--- src/rtl/axis_host_bridge.sv ---
// Host-side bridge: buffers one input frame, streams it to the accelerator over AXI-Stream,
// captures the returned result frame and exposes it to the host through a registered read port.
module axis_host_bridge #(
  parameter int words        = 2,
  parameter int dataWidth    = 32,
  parameter int addressWidth = $clog2(words),
  parameter int timeout      = 64,
  parameter int toWidth      = $clog2(timeout + 1)
) (
  input  logic                    clk,
  input  logic                    rst,
  input  logic                    go,
  output logic                    busy,
  output logic                    done,
  output logic                    error,
  input  logic                    host_wr_en,
  input  logic [addressWidth-1:0] host_wr_addr,
  input  logic [dataWidth-1:0]    host_wr_data,
  input  logic [addressWidth-1:0] host_rd_addr,
  output logic [dataWidth-1:0]    host_rd_data,
  output logic                    acc_start,
  output logic                    acc_interrupt,
  output logic [dataWidth-1:0]    M_AXIS_TDATA,
  output logic                    M_AXIS_TVALID,
  input  logic                    M_AXIS_TREADY,
  output logic                    M_AXIS_TLAST,
  input  logic [dataWidth-1:0]    S_AXIS_TDATA,
  input  logic                    S_AXIS_TVALID,
  output logic                    S_AXIS_TREADY,
  input  logic                    S_AXIS_TLAST
);

  localparam logic [2:0] IDLE  = 3'd0;
  localparam logic [2:0] START = 3'd1;
  localparam logic [2:0] SEND  = 3'd2;
  localparam logic [2:0] RECV  = 3'd3;
  localparam logic [2:0] STOP  = 3'd4;
  localparam logic [2:0] DONE  = 3'd5;

  localparam logic [addressWidth-1:0] lastIdx = addressWidth'(words - 1);
  localparam logic [toWidth-1:0]      toLast  = toWidth'(timeout - 1);

  logic [2:0]              state;
  logic [addressWidth-1:0] txIdx;
  logic [addressWidth-1:0] rxIdx;
  logic [toWidth-1:0]      toCnt;
  logic [dataWidth-1:0]    inBuf  [words];
  logic [dataWidth-1:0]    resBuf [words];

  // Outputs decode straight from the state register so an async reset drops them at once.
  assign busy          = (state != IDLE);
  assign acc_start     = (state == START);
  assign acc_interrupt = (state == STOP);
  assign done          = (state == DONE);
  assign S_AXIS_TREADY = (state == RECV);
  assign M_AXIS_TVALID = (state == SEND);
  assign M_AXIS_TLAST  = (state == SEND) && (txIdx == lastIdx);
  assign M_AXIS_TDATA  = (state == SEND) ? inBuf[txIdx] : '0;

  always_ff @(posedge clk) begin
    if (state == IDLE && host_wr_en) begin
      inBuf[host_wr_addr] <= host_wr_data;
    end
    if (state == RECV && S_AXIS_TVALID) begin
      resBuf[rxIdx] <= S_AXIS_TDATA;
    end
  end

  always_ff @(posedge clk or posedge rst) begin
    if (rst) begin
      state        <= IDLE;
      txIdx        <= '0;
      rxIdx        <= '0;
      toCnt        <= '0;
      error        <= 1'b0;
      host_rd_data <= '0;
    end else begin
      host_rd_data <= resBuf[host_rd_addr];
      case (state)
        IDLE: begin
          if (go) begin
            state <= START;
            error <= 1'b0;
            txIdx <= '0;
            rxIdx <= '0;
            toCnt <= '0;
          end
        end
        START: state <= SEND;
        SEND: begin
          if (M_AXIS_TREADY) begin
            if (txIdx == lastIdx) begin
              txIdx <= '0;
              state <= RECV;
            end else begin
              txIdx <= txIdx + 1'b1;
            end
          end
        end
        RECV: begin
          if (S_AXIS_TVALID) begin
            toCnt <= '0;
            rxIdx <= (rxIdx == lastIdx) ? '0 : rxIdx + 1'b1;
            if (rxIdx == lastIdx || S_AXIS_TLAST) begin
              state <= STOP;
            end
          end else begin
            toCnt <= toCnt + 1'b1;
            // The timeout-th idle cycle aborts; toCnt reaches timeout on the same edge.
            if (toCnt == toLast) begin
              error <= 1'b1;
              state <= STOP;
            end
          end
        end
        STOP:    state <= DONE;
        DONE:    state <= IDLE;
        default: state <= IDLE;
      endcase
    end
  end

endmodule

--- config.mk ---
export PLATFORM = sky130hd
export DESIGN_NAME = axis_host_bridge
export DESIGN_NICKNAME = d
export VERILOG_FILES = /design/src/rtl/axis_host_bridge.sv
export SDC_FILE = /design/constraint.sdc
export NUM_CORES = 1
export LEC_CHECK = 0
export ABC_CLOCK_PERIOD_IN_PS = 3900
export CAP_MARGIN = 20
export CORE_UTILIZATION = 50
export CTS_CLUSTER_DIAMETER = 30
export DETAILED_ROUTE_END_ITERATION = 6
export PLACE_DENSITY = 0.8
export RECOVER_POWER = 25
export SLEW_MARGIN = 20
export SYNTH_ARGS = -nofsm -noshare
export SYNTH_HDL_FRONTEND = slang
export SYNTH_SLANG_ARGS = --single-unit
--- constraint.sdc ---
create_clock -name clk -period 3.9 [get_ports clk]
set_clock_uncertainty 0.15 [all_clocks]
set_input_delay 0.39 -clock clk [delete_from_list [all_inputs] [get_ports clk]]
set_output_delay 0.39 -clock clk [all_outputs]
set_load 0.01 [all_outputs]
# ---- Yosys cells after proc, flatten, opt, wreduce, memory -nomap -nowiden
# Memories as Yosys holds them, arrays and structs flattened. A register that Yosys moved wholly into a read port is not among the register bits.
# Cells that the tools add are included.
dict set report totals {
  reg_bits 13
  ramBits 128
  input_bits 73
  output_inout_bits 72
  wordCells 62
  memories 2
}
dict set report op_classes {
  n_addsub 3
  n_eq_ne 14
  mux 25
  reduce_logical 13
}
# memory words word_bits read_ports rd_clocked_by_memory_dff wr line
set memory_table {}
lappend memory_table {inBuf 2 32 1 0 1 47} ;# logic [dataWidth-1:0] inBuf [words];
lappend memory_table {resBuf 2 32 1 1 1 48} ;# logic [dataWidth-1:0] resBuf [words];
# operator n
set op_table {}
lappend op_table {{$mux W32} 1}
lappend op_table {{$mux W3} 6}
lappend op_table {{$pmux W3 S5} 1}
lappend op_table {{$mux W7} 2}
lappend op_table {{$pmux W7 S2} 1}
lappend op_table {{$mux W1} 11}
lappend op_table {{$add A7 B1 Y7 const B} 1}
lappend op_table {{$eq A7 B6 Y1 const B} 1}
lappend op_table {{$eq A3 B2 Y1 const B} 2}
lappend op_table {{$eq A3 B3 Y1 const B} 2}
lappend op_table {{$ne A2 B1 Y1 const B} 3}
lappend op_table {{$ne A2 B2 Y1 const B} 3}
lappend op_table {{$ne A3 B2 Y1 const B} 2}
lappend op_table {{$pmux W1 S2} 3}
lappend op_table {{$reduce_and A3 Y1} 2}
lappend op_table {{$reduce_and A5 Y1} 1}
lappend op_table {{$reduce_and A4 Y1} 1}
lappend op_table {{$reduce_bool A2 Y1} 2}
lappend op_table {{$eq A3 B1 Y1 const B} 1}
lappend op_table {{$logic_and A1 B1 Y1} 3}
lappend op_table {{$logic_not A3 Y1} 1}
lappend op_table {{$reduce_bool A3 Y1} 1}
lappend op_table {{$add A1 B1 Y1 const B} 2}
lappend op_table {{$reduce_and A2 Y1} 1}
lappend op_table {{$logic_or A1 B1 Y1} 1}

# ---- Depth between registers and ports, before layout
dict set report logic_depth {
  depth_word 4
  ltp_mapped 5
  mapped_depth_nobuf 4
}

# ---- Worst setup path after synthesis
# No wires, ideal clock.
dict set report synth_timing {
  path_kind {flip-flop to flip-flop}
  startpoint {reg state[2]}
  endpoint {mem inBuf[0][0], enable pin}
  setup_time_ns 0.421
  t_arrival_ns 2.268
  required_ns 3.329
  path_slack_ns 1.061
  stages_incl_launch_ff 5
  path_buffers 1
  period_less_slack_ns 2.839
  path_cell_list {dfrtp_1 -> clkbuf_1 -> nor3_1 -> nand2_1 -> nor2_1}
}
dict set report synth_between {
  elab_chain_len 4
}
# item line
set synth_lines {}
lappend synth_lines {{start: declaration} 43} ;# logic [2:0] state;
lappend synth_lines {{start signal: assignment} 71} ;# state <= IDLE;
lappend synth_lines {{start signal: assignment} 82} ;# state <= START;
lappend synth_lines {{start signal: assignment} 89} ;# START: state <= SEND;
lappend synth_lines {{$logic_not A3 Y1} 61} ;# if (state == IDLE && host_wr_en) begin
lappend synth_lines {{$logic_and A1 B1 Y1} 61}
lappend synth_lines {{$mux W1} 61}
lappend synth_lines {{$mux W1 (not written as such)} 62} ;# inBuf[host_wr_addr] <= host_wr_data;
lappend synth_lines {{end: declaration} 47}
# No other way between the ends.

# ---- Worst setup path after layout
dict set report layout_timing {
  startpoint {reg txIdx}
  endpoint {out M_AXIS_TDATA[4]}
}
dict set report layout_between {
  elab_chain_len 2
}
# item line
set layout_lines {}
lappend layout_lines {{start: declaration} 44} ;# logic [addressWidth-1:0] txIdx;
lappend layout_lines {{start signal: assignment} 96} ;# txIdx <= txIdx + 1'b1;
lappend layout_lines {{$mem_v2 Z2 W32} n/a}
lappend layout_lines {{$mux W32} 58} ;# assign M_AXIS_TDATA = (state == SEND) ? inBuf[txIdx] : '0;
lappend layout_lines {{end: declaration} 23} ;# output logic [dataWidth-1:0] M_AXIS_TDATA,
# No other way between the ends.

==> impl_summary.txt <==
----------------------------------------------------
[Status]
  Status ... finished, final reports clean

[STA]
  Count of pins over their slew limit ... 0
  Time the final worst path needs with I/O delays and setup ... 2929 ps
  Setup TNS ... 0 ps
  Setup-failing EPs final ... 0
  Worst slew margin relative to its limit ... 32.12%
  Fin. Hold Viols ... 0
  Post-route clock period utilization ... 75.10%
  F_max ... 341.4 MHz
  Setup repair after global routing missed its margin ... no
  Slew at the pin closest to its max-slew limit ... 1018 ps

[Floorplan]
  Horizontal die dimension ... 114.1 µm
  IO Pins ... 145
  Std cell rows ... 40
  Height of the die ... 114.1 µm
  Initial Utilization ... 51.85%
  Floorplan die area ... 13010 µm²
  Core footprint ... 12110 µm²

[Global route]
  Initial antenna violation count ... 2
  Largest net degree at the start of global routing ... 46
  Via count of the first global-routing pass ... 3619
  Global router's overall resource usage ... 20.22%
  GR Overflow Total ... 0
  First-pass GRT wire length ... 19090 µm

[Placement]
  Post-detail-place hpwl ... 7744 µm
  Placer's final routability congestion estimate ... 0.7528
  Number of buffers inserted by port buffering ... 144

[Setup path]
  Endpoint arrival time on the critical path ... 2390 ps
  Critical path endpoint category ... output pin
  Critical path required time ... 3360 ps
  Setup Crit Path Kind ... reg2out
  Critical Path Start Type ... flip-flop
  Worst Path Max Fanout ... 36

[Yosys]
  Number of enable flip-flop cells after synthesis ... 128
  Library cell occupying the most area in the post-synthesis netlist ... edfxtp_1
  Mapped cell area ... 6280 µm²
  Synth Register Bits ... 173
  Mean cell area of the mapped netlist ... 17.74 µm²
  Synth area leaders ... edfxtp_1 61%, dfrtp_1 18%, mux2_2 5.7%
  Most used flip-flop cell after synthesis ... edfxtp_1
  Sequential element share of the synthesized area ... 79.14%
  Fraction of synthesis flops using an asynchronous set or reset pin ... 26.01%
  Post-synthesis cell count ... 354
  Yosys Warn Count ... 0
  Synthesized net count ... 428
  Library cells used by synthesis ... 41
  Share of the synthesized area in the top cell type ... 61.21%

[Clocking]
  H-Tree Level Count ... 4
  Worst skew pair latency ... 420 ps
  CTS clk-pin slew, worst paths ... 60 ps
  Number of CTS-inserted buffers ... 17
  Number of buffers inserted for hold repair after clock tree synthesis ... 0
  Number of sinks driven by the clock tree ... 173
  Clock tree root buffer cell ... clkbuf_16
  # resized after CTS ... 0
  Number of buffers on the longest clock path ... 2
  Setup Buffers After CTS ... 0
  Clock tree from TritonCTS ... yes

[Drt]
  DRC violation count after routing ... 0
  Vias ... 3510
  Ratio of routed vias to standard cells ... 5.102
  Number of nets with antenna violations after detailed routing ... 0
  Number of iterations in the first detailed-routing pass ... 5
  Number of violations reported at the end of detailed-routing iteration 0 ... 248
  Wire length per cell ... 17.67 µm
  Wirelength, routed ... 12160 µm

[Final layout]
  Filler Cell Count ... 811
  Layout area overhead ... 36.00%
  Fin util ... 70.52%
  Nets ... 579
  Most frequent standard cell in the layout excluding fill and tap cells ... edfxtp_1
  Layout cell share with drive strength beyond 1 ... 14.48%
  Commonest cells after routing, fill and taps aside ... 128 x edfxtp_1, 91 x clkdlybuf4s50_1, 53 x dlygate4sd3_1, 44 x dfrtp_1, 34 x nor2_1

[Power and ir drop]
  Power per Cell Area ... 608.9 nW/µm²
  Reported leakage power ... 0.003105 µW
  Internal power summed over all cells ... 3851 µW
  Combinational share of power ... 20.6%
  Worst-case vdd ir drop ... 413.1 µV
  Relative contribution of sequential cells to total power ... 45.8%
  Clock network power share ... 33.6%
  Net switching share of the total power ... 25.94%
  Power dissipated by switching net loads ... 1349 µW

[Min path]
  Worst min path class ... in2async

[Flow run]
  MaxCap Viol Count ... 0

----------------------------------------------------
==> sequential cells by signal (all words and copies together), names as in the netlist <==
| signal | flops |
|---|---|
| rxIdx | 1 |
| state | 3 |
| resBuf | 64 |
| error | 1 |
| toCnt | 7 |
| txIdx | 1 |
| inBuf | 64 |
| host_rd_data | 32 |
==> cell usage after synthesis, drive strengths merged (2+ instances only) <==
library cell  instances
a211o                 3
a21oi                 2
a22o                  2
and3                  3
buf                   9
clkbuf                7
dfrtp                45
edfxtp              128
inv                   7
mux2                 32
mux2i                32
nand2                 5
nand3                 6
nand3b                2
nor2                 37
nor3                  4
nor3b                 3
o211ai                2
o21ai                 4
or4b                  2
==> critical path, stage by stage (launching register included) <==
cell and delay [ps]:
dfrtp_2 1040, mux2i_1 240, nor2_1 140, clkdlybuf4s50_1 540
==> logic make-up after synthesis <==
group | synth area share (%)
flip-flops | 79.14
AND/OR/NAND/NOR | 5.878
multiplexers | 10.84
buffers and inverters | 1.494
AO/OA/AOI/OAI | 2.312
XOR/XNOR | 0.1395
adder cells (fa/ha/maj) | 0.1992
==> power groups by stage <==
stage               combinational, µW  sequential (µW)  clock [µW]
floorplan                         627             2310           0
global placement                 1070             2400           0
detailed placement               1090             2420           0
CTS                              1100             2380        1770
global route                     1160             2410        1850
finish                           1070             2380        1750
==> worst paths after layout <==
check	startpoint	endpoint	slack, ps	cells past startpoint
setup reg to reg	state[1]$_DFFE_PP0P_	resBuf[1][9]$_DFFE_PP_	1530	2
setup / recovery	txIdx$_DFFE_PP0P_	M_AXIS_TDATA[4]	970	3
min in group clk	resBuf[1][10]$_DFFE_PP_	host_rd_data[10]$_DFF_PP0_	330	1
max in group asynchronous	rst	txIdx$_DFFE_PP0P_	2750	2
hold / removal	rst	host_rd_data[18]$_DFF_PP0_	280	2
hold reg to reg	resBuf[1][10]$_DFFE_PP_	host_rd_data[10]$_DFF_PP0_	330	1
==> metrics by stage <==
stage	total power (µW)	setup slack (ps)	area [µm²]	hold slack [ps]	std cells
finish	5200	971.2	8541	280.6	688
global route	5419	827.4	8541	334.1	688
CTS	5247	941.2	8534	329.2	686
detailed placement	3504	1273	7913	313.6	654
global placement	3466	1311	7913	307.2	654
floorplan	2935	1061	6280	303.9	354
==> cell type report <==
cell class                      instances  area [µm²]  share of cell area, %
Timing Repair Buffer                  148        1471                  17.23
Clock inverter                         14       192.7                  2.256
Tap cell                              168       210.2                  2.461
Antenna cell                            2       5.005                0.05860
Sequential cell                       173        4971                  58.20
Clock buffer                           18       429.2                  5.025
Inverter                                7       27.53                 0.3223
Multi-Input combinational cell        158        1234                  14.44
==> routing by layer <==
metal  track usage [%]  wire length, µm
met2             33.21             6473
met3             6.776              643
met1             24.43             4794
met5                 0                0
met4             9.004              244
No activity file was read; power rests on OpenSTA's default activity.
